[config.mk]
export PLATFORM = sky130hd
export DESIGN_NAME = ber_stat_accum
export DESIGN_NICKNAME = d
export VERILOG_FILES = /design/src/rtl/ber_stat_accum_pkg.sv /design/src/rtl/sat_acc.sv /design/src/rtl/ber_stat_accum.sv
export SDC_FILE = /design/constraint.sdc
export NUM_CORES = 1
export LEC_CHECK = 0
export CAP_MARGIN = 5
export CORE_ASPECT_RATIO = 1.2
export CORE_MARGIN = 2
export CORE_UTILIZATION = 53
export CTS_CLUSTER_DIAMETER = 150
export CTS_CLUSTER_SIZE = 30
export DETAILED_ROUTE_END_ITERATION = 16
export HOLD_SLACK_MARGIN = 0.1
export PLACE_DENSITY = 0.87
export SLEW_MARGIN = 20
export SYNTH_ARGS = -nofsm -noshare
export SYNTH_HDL_FRONTEND = slang
export SYNTH_SLANG_ARGS = --single-unit
[constraint.sdc]
create_clock -name eval_clk -period 7.25 [get_ports eval_clk]
set_input_delay 1.45 -clock eval_clk [delete_from_list [all_inputs] [get_ports eval_clk]]
set_output_delay 1.45 -clock eval_clk [all_outputs]
set_load 0.05 [all_outputs]
[src/rtl/ber_stat_accum_pkg.sv]
// Shared types and constants for the BER/FER statistics accumulator and the
// upstream error-bit counter stage.
package ber_stat_accum_pkg;

   typedef enum logic [1:0] {
      ST_IDLE = 2'd0,
      ST_RUN  = 2'd1,
      ST_DONE = 2'd2
   } ber_state_t;

   // Block length and err_count width, common to the error-bit counter stage
   localparam int unsigned BER_N     = 204;
   localparam int unsigned BER_ERR_W = 8;

   // Guard bits appended above an accumulator so an add's carry-out is visible
   localparam int unsigned SAT_CARRY_W = 1;

endpackage

[src/rtl/sat_acc.sv]
// Saturating accumulator: value += inc when enabled, clamps at all-ones.
// sat pulses on any enabled add whose result had to be clamped.
module sat_acc
   import ber_stat_accum_pkg::*;
#(
   parameter int unsigned WIDTH = 16
) (
   input  logic             eval_clk,
   input  logic             rstn,
   input  logic [WIDTH-1:0] inc,
   input  logic             en,
   input  logic             clr,
   output logic [WIDTH-1:0] value,
   output logic             sat
);

   logic [WIDTH-1:0]             acc_q;
   logic [WIDTH+SAT_CARRY_W-1:0] sum;
   logic                         ovf;

   // Widened sum exposes the carry that signals an overflowing add
   always_comb begin
      sum   = {{SAT_CARRY_W{1'b0}}, acc_q} + {{SAT_CARRY_W{1'b0}}, inc};
      ovf   = |sum[WIDTH+SAT_CARRY_W-1:WIDTH];
      sat   = en & ~clr & ovf;
      value = acc_q;
   end

   // Accumulator register; clear wins over an enabled add
   always_ff @(posedge eval_clk or negedge rstn) begin
      if (!rstn) begin
         acc_q <= '0;
      end else if (clr) begin
         acc_q <= '0;
      end else if (en) begin
         acc_q <= ovf ? '1 : sum[WIDTH-1:0];
      end
   end

endmodule

[src/rtl/ber_stat_accum.sv]
// Monte-Carlo BER/FER statistics accumulator. Detects one frame event per
// count_done pulse, samples err_count, and updates frame, frame-error, bit-error
// and worst-frame statistics one cycle later. Stops on a frame or frame-error
// target and holds results until restarted or cleared.
module ber_stat_accum
   import ber_stat_accum_pkg::*;
#(
   parameter int unsigned N     = BER_N,
   parameter int unsigned ERR_W = BER_ERR_W,
   parameter int unsigned FRM_W = 32,
   parameter int unsigned FER_W = 16,
   parameter int unsigned ACC_W = 40
) (
   input  logic             eval_clk,
   input  logic             rstn,
   input  logic [ERR_W-1:0] err_count,
   input  logic             count_done,
   input  logic             start,
   input  logic             clear,
   input  logic [FRM_W-1:0] max_frames,
   input  logic [FER_W-1:0] max_frame_err,
   output logic [ACC_W-1:0] total_err_bits,
   output logic [FRM_W-1:0] frame_cnt,
   output logic [FER_W-1:0] frame_err_cnt,
   output logic [ERR_W-1:0] max_err_seen,
   output logic             running,
   output logic             done,
   output logic             sat_flag,
   output logic             range_flag
);

   localparam logic [FRM_W-1:0] FRM_ONE = FRM_W'(1);
   localparam logic [FER_W-1:0] FER_ONE = FER_W'(1);

   ber_state_t       state_q, state_d;
   logic             cd_prev, frame_evt;
   logic [ERR_W-1:0] smp;
   logic             smp_v, smp_nz;
   logic             upd, term, zero_stats, acc_clr;
   logic [FRM_W-1:0] fc_nxt;
   logic [FER_W-1:0] fe_nxt;
   logic             sat_tot, sat_fc, sat_fe;

   // Event detect, stage-2 enable and post-update values for the target test
   always_comb begin
      frame_evt = count_done & ~cd_prev;
      upd       = smp_v & (state_q == ST_RUN);
      smp_nz    = |smp;
      fc_nxt    = (frame_cnt == '1) ? frame_cnt : frame_cnt + FRM_ONE;
      fe_nxt    = (smp_nz && frame_err_cnt != '1) ? frame_err_cnt + FER_ONE : frame_err_cnt;
      term      = upd & (((max_frames != '0) && (fc_nxt == max_frames)) ||
                         ((max_frame_err != '0) && (fe_nxt == max_frame_err)));
   end

   // Next-state logic; clear overrides everything
   always_comb begin
      state_d    = state_q;
      zero_stats = 1'b0;
      if (clear) begin
         state_d = ST_IDLE;
      end else begin
         unique case (state_q)
            ST_IDLE: if (start) begin
               state_d    = ST_RUN;
               zero_stats = 1'b1;
            end
            ST_RUN: if (term) state_d = ST_DONE;
            ST_DONE: if (start) begin
               state_d    = ST_RUN;
               zero_stats = 1'b1;
            end
            default: state_d = ST_IDLE;
         endcase
      end
      acc_clr = clear | zero_stats;
      running = (state_q == ST_RUN);
      done    = (state_q == ST_DONE);
   end

   // State register
   always_ff @(posedge eval_clk or negedge rstn) begin
      if (!rstn) state_q <= ST_IDLE;
      else       state_q <= state_d;
   end

   // Stage 1: edge-detect register and sample latch; an event coinciding with
   // the terminating update is dropped so the run ends on the exact target
   always_ff @(posedge eval_clk or negedge rstn) begin
      if (!rstn) begin
         cd_prev <= 1'b0;
         smp     <= '0;
         smp_v   <= 1'b0;
      end else if (clear) begin
         cd_prev <= 1'b0;
         smp     <= '0;
         smp_v   <= 1'b0;
      end else begin
         cd_prev <= count_done;
         smp_v   <= (state_q == ST_RUN) & frame_evt & ~term;
         if ((state_q == ST_RUN) && frame_evt && !term) smp <= err_count;
      end
   end

   // Stage 2: worst-frame tracking and sticky flags
   always_ff @(posedge eval_clk or negedge rstn) begin
      if (!rstn) begin
         max_err_seen <= '0;
         range_flag   <= 1'b0;
         sat_flag     <= 1'b0;
      end else if (acc_clr) begin
         max_err_seen <= '0;
         range_flag   <= 1'b0;
         sat_flag     <= 1'b0;
      end else if (upd) begin
         if (smp > max_err_seen) max_err_seen <= smp;
         if (32'(smp) > N)       range_flag   <= 1'b1;
         if (sat_tot | sat_fc | sat_fe) sat_flag <= 1'b1;
      end
   end

   sat_acc #(.WIDTH(ACC_W)) u_tot_acc (
      .eval_clk (eval_clk),
      .rstn     (rstn),
      .inc      ({{(ACC_W-ERR_W){1'b0}}, smp}),
      .en       (upd),
      .clr      (acc_clr),
      .value    (total_err_bits),
      .sat      (sat_tot)
   );

   sat_acc #(.WIDTH(FRM_W)) u_fc_acc (
      .eval_clk (eval_clk),
      .rstn     (rstn),
      .inc      (FRM_ONE),
      .en       (upd),
      .clr      (acc_clr),
      .value    (frame_cnt),
      .sat      (sat_fc)
   );

   sat_acc #(.WIDTH(FER_W)) u_fe_acc (
      .eval_clk (eval_clk),
      .rstn     (rstn),
      .inc      ({{(FER_W-1){1'b0}}, smp_nz}),
      .en       (upd),
      .clr      (acc_clr),
      .value    (frame_err_cnt),
      .sat      (sat_fe)
   );

endmodule

Word-level counts from Yosys, hierarchy flattened --
Cells that the tools add are included.
Word-level totals: register bits after elaboration 110, input bits 61, output and inout port bits 100
Operators by class: add/sub/neg operators 5, order comparisons 2, equal/unequal tests 8, mux-type cells 31, bitwise operators 15, reductions and logical operators 21
Operators by type and width (number):
- $mux 32 | 4
- $mux 40 | 3
- $mux 16 | 4
- $add 40x8->41 | 1
- $mux 8 | 5
- $add 32x1->33 const B | 1
- $add 32x1->32 const B | 1
- $eq 32x32->1 | 1
- $eq 32x32->1 const B | 1
- $reduce_bool 32->1 | 1
- $add 16x1->17 | 1
- $add 16x1->16 const B | 1
- $eq 16x16->1 | 1
- $ne 16x16->1 const B | 1
- $reduce_bool 16->1 | 1
- $mux 1 | 11
- $reduce_bool 2->1 | 5
- $and 1x1->1 | 9
- $gt 8x8->1 | 1
- $gt 8x8->1 const B | 1
- $reduce_and 2->1 | 4
- $reduce_or 8->1 | 1
- $mux 2 | 3
- $logic_and 1x1->1 | 5
- 11 further kinds | 15

Logic depth before layout (Yosys ltp) --
depth in word-level cells 13, gate-level depth with buffers 17

By module --
A second synthesis with hierarchy kept.
Unflattened totals: cell total of the unflattened synthesis 1451, area, all modules 11893.9 sq um
Modules (own cells, without submodules):
- ber_stat_accum | instances 1, cells each 496, area each 3812.4 sq um
- sat_acc (u_tot_acc) | instances 1, cells each 444, area each 3668.5 sq um
- sat_acc (u_fc_acc) | instances 1, cells each 349, area each 3001.6 sq um
- sat_acc (u_fe_acc) | instances 1, cells each 162, area each 1411.4 sq um

Worst setup path after synthesis --
Ideal clock, no wire load.
path kind register -> register, start point register u_fc_acc.acc_q[29] (netlist: u_fc_acc.value[29]), end point register smp_v, library setup time 0.127 ns, arrival time 4.466 ns, data required time 7.123 ns, path slack 2.656 ns, cell stages (with the launch flop) 17, buffers on the path 3, cells stage by stage dfrtp_1 > buf_2 > nand4_1 > nor4_2 > and3_1 > buf_2 > inv_1 > clkbuf_1 > ha_1 > xnor2_1 > o221ai_1 > or4_1 > or4_1 > a2111oi_2 > a41o_2 > a21oi_4 > nor2b_1
Between the ends: cells in the longest elaborated chain, start to end 9
RTL lines:
- start: declaration | RTL line sat_acc.sv:17 | logic [WIDTH-1:0] acc_q;
- start signal: assignment | RTL line sat_acc.sv:36 | acc_q <= ovf ? '1 : sum[WIDTH-1:0];
- $add 32x1->32 or $eq 32x32->1 (tied branches) | RTL line ber_stat_accum.sv:49 | fc_nxt = (frame_cnt == '1) ? frame_cnt : frame_cnt + FRM_ONE;
- $mux 32 (*) | RTL line ber_stat_accum.sv:49
- $eq 32x32->1 (*) | RTL line ber_stat_accum.sv:51 | term = upd & (((max_frames != '0) && (fc_nxt == max_frames)) ||
- $logic_and 1x1->1 (*) | RTL line ber_stat_accum.sv:51
- $logic_or 1x1->1 (*) | RTL line ber_stat_accum.sv:51
- $and 1x1->1 (*) | RTL line ber_stat_accum.sv:51
- $not 1->1 (*) | RTL line ber_stat_accum.sv:99 | smp_v <= (state_q == ST_RUN) & frame_evt & ~term;
- $and 1x1->1 (*) | RTL line ber_stat_accum.sv:99
- $mux 1 (*) | RTL line ber_stat_accum.sv:93 | end else if (clear) begin
- end signal: assignment | RTL line ber_stat_accum.sv:99
- end: declaration | RTL line ber_stat_accum.sv:38 | logic smp_v, smp_nz;
Mark *: on every way between the ends. The rest lies on a longest branch, timed or not. A chain may end at the register's enable or synchronous reset.

Final worst setup path --
start point register u_fc_acc.acc_q[1] (netlist: u_fc_acc.value[1]), end point register smp_v
Same word-level chain as after synthesis.

==> impl_metrics.ini <==
[timing]
slew_headroom_pct = 28.4
period_share_pct = 78.6
tightest_slew_ns = 1.07
clock_skew_ns = 0.00565
drv_slew = 0
setup_viol = 0
finalHoldViolations = 0
fin_tns_setup_ns = 0
fmax_mhz = 175
rsz0062_at_grt = no
period_minus_slack_ns = 5.70
holdWs_ns = 0.507

[finish]
nets = 1193
synthToLayoutAreaGrowth_pct = 23.6
instances_no_fill = 1319
layout-drive-gt1-share_pct = 4.48
n_antenna_cell = 0
final_util_pct = 67.3

[floorplan]
initial_core_util_pct = 54.4
die_w_um = 117
io-pin-count = 161
die-area_sq_um = 16400
fp.dieH_um = 140
rows = 49
core_area_sq_um = 15000

[routing]
drc = 0
drtAntennaViolNets = 0
drt_iter0_drc = 1041
num_vias = 8681
wl_per_cell_um = 20.6
drt_pass1_iterations = 6
totalWireLength_um = 27200
via_per_inst = 6.58

[grt]
gr-total-overflow = 0
antenna_found_initial = 0
grtUsageTotal_pct = 32.8
grt_pass1_wl_um = 43700
grt_max_degree = 74
grt_pass1_vias = 8250

[clock_tree]
cts-resized-gates = 0
cts.htree.levels = 3
cts_buffers = 9
clock-sinks = 110
cts_tree = yes
clock-root-buffer = clkbuf_16
path_clk_slew_ns = 0.07
cts_hold_buf = 0
postCtsSetupRepairBufs = 0
clockBufferDepth = 2
clk_latency_ns = 0.36

[worst_setup_path]
endpoint_kind = register
arrival_ns = 5.92
cp_max_fo = 15
rr_worst_depth = 14
critPathKind = register to register
crit_required_ns = 7.47
critPathLaunchType = register

[synthesis]
syn-cell-area_sq_um = 8180
ys_ff_latch = 110
yosys_warnings = 0
synth_top_flop_cell = dfrtp_1
yosys.area.top_type = dfrtp_1
synth_top_area_share_pct = 33.7
postSynthAreaPerCell_sq_um = 8.24
synth_edf_count = 0
synth_cells = 992
synth.distinct_cells = 74
yosysSeqAreaShare_pct = 33.7
synth_area_leaders = dfrtp_1 (34%), a21oi_1 (4.8%), xnor2_1 (4.5%), nor2_1 (4.3%), nand2_1 (3.6%)
synth_fp_nets = 1075
synthArstFlopShare_pct = 100

[placed_design]
dp.cells = 1303
io_buffers = 160
place.detailed.hpwl_um = 20000
place.gp.congestion = 1.03

[hold_path]
min_path_type = register to register
hold_path_depth = 2

[run_status]
status = completed

[power]
ir_drop_mv = 0.120
cellLeakagePower_uw = 0.00369
powerDensity_nw_per_um2 = 123

[job]
drv_cap = 0
-- final timing paths --
path | startpoint | slack [ns] | end
min reg2reg | sat_flag | 0.51 | sat_flag
min in group asynchronous | rstn | 1.11 | u_tot_acc.value[13]
max reg2reg | u_fc_acc.value[1] | 1.55 | smp_v
max in group asynchronous | rstn | 4.90 | u_fc_acc.value[28]
min | sat_flag | 0.51 | sat_flag
max | u_fc_acc.value[1] | 1.55 | smp_v
-- synth_stat cells, types with 11 or more instances --
cell type / n
dfrtp_1: 110
nor2_1: 94
nand2_1: 79
a21oi_1: 78
o21ai_0: 45
clkbuf_1: 43
xnor2_1: 42
nand3_1: 36
nor3_1: 34
nor4_1: 32
inv_1: 30
nand4_1: 29
a31oi_1: 24
and3_1: 24
a211oi_1: 23
mux2i_1: 22
ha_1: 21
nand2b_1: 19
a311oi_1: 18
buf_2: 11
nor2b_1: 11
-- cells in the final DEF (no fill, tap or decap), drive strengths merged, types with 6 or more instances in the layout --
cell type,count
a211o,6
a211oi,23
a21o,9
a21oi,79
a311oi,18
a31oi,24
and2,11
and3,24
and4,9
buf,8
clkbuf,11
clkdlybuf4s50,159
dfrtp,110
ha,21
inv,31
mux2i,22
nand2,79
nand2b,19
nand3,36
nand4,31
nor2,94
nor2b,11
nor3,35
nor4,36
o211ai,7
o21ai,46
o221a,7
o221ai,7
o22ai,8
or3,9
or4,12
xnor2,42
xor2,10
-- layout make-up --
type / count / area (sq um)
clock buffers: 11 / 233
repair buffers: 167 / 1650
inverters: 30 / 113
multi-input cells: 792 / 5070
clock inverters: 5 / 35.0
fillers: 1267 / 4910
flip-flops and latches: 110 / 2750
well taps: 204 / 255
-- worst max-delay path, cell delays in order (launching register included) --
cell       delay [ns]
dfrtp_1          0.52
ha_1             0.32
nand3_1          0.36
nor2_1           0.66
and3_1           0.68
inv_1            0.42
ha_1             0.40
xnor2_1          0.13
o221ai_1         0.12
or4_1            0.53
or4_1            0.53
a2111oi_2        0.25
a41o_2           0.34
a21oi_4          0.14
nor2b_1          0.16
-- routing by layer --
metal  global-route usage (%)  wire length (um)  vias up
met3                     6.11              2400       84
met4                     13.3               934        0
li1                         -                 -     3982
met1                     42.2             10700     4142
met2                     54.8             13200      473
met5                        0                 0        -
-- cells by family (layout without fill, tap and decap cells) --
| family | Yosys count | in the layout | share of synthesized area, % |
|---|---|---|---|
| fa+ha+maj | 22 | 22 | 3.46 |
| buf+inv | 90 | 213 | 4.44 |
| flops | 110 | 110 | 33.7 |
| mux | 25 | 25 | 3.15 |
| compound gates | 275 | 275 | 22.5 |
| simple gates | 418 | 418 | 27.2 |
| xor+xnor | 52 | 52 | 5.57 |
-- report_power, final --
group / total [uW] / internal [uW] / leakage [uW] / switching (uW)
Clock: 469 / 235 / 0.000130 / 234
Sequential: 622 / 616 / 0.00153 / 5.41
Combinational: 157 / 68.5 / 0.00203 / 88.5
Total: 1250 / 919 / 0.00369 / 328
-- through the flow --
stage,setup WS (ns),instance area (sq um),total power [uW]
2_1_floorplan,2.66,8180,709
3_3_place_gp,1.85,9840,786
3_5_place_dp,1.69,9840,789
4_1_cts,1.66,10100,1260
5_1_grt,1.29,10100,1300
6_report,1.55,10100,1250
-- flip-flops by register name, summed over array words and instances (netlist names) --
signal and flops:
u_tot_acc.value 40, u_fc_acc.value 32, u_fe_acc.value 16, max_err_seen 8, smp 8, state_q 2
cd_prev 1, range_flag 1, sat_flag 1, smp_v 1
No activity file was read; power rests on OpenSTA's default activity.
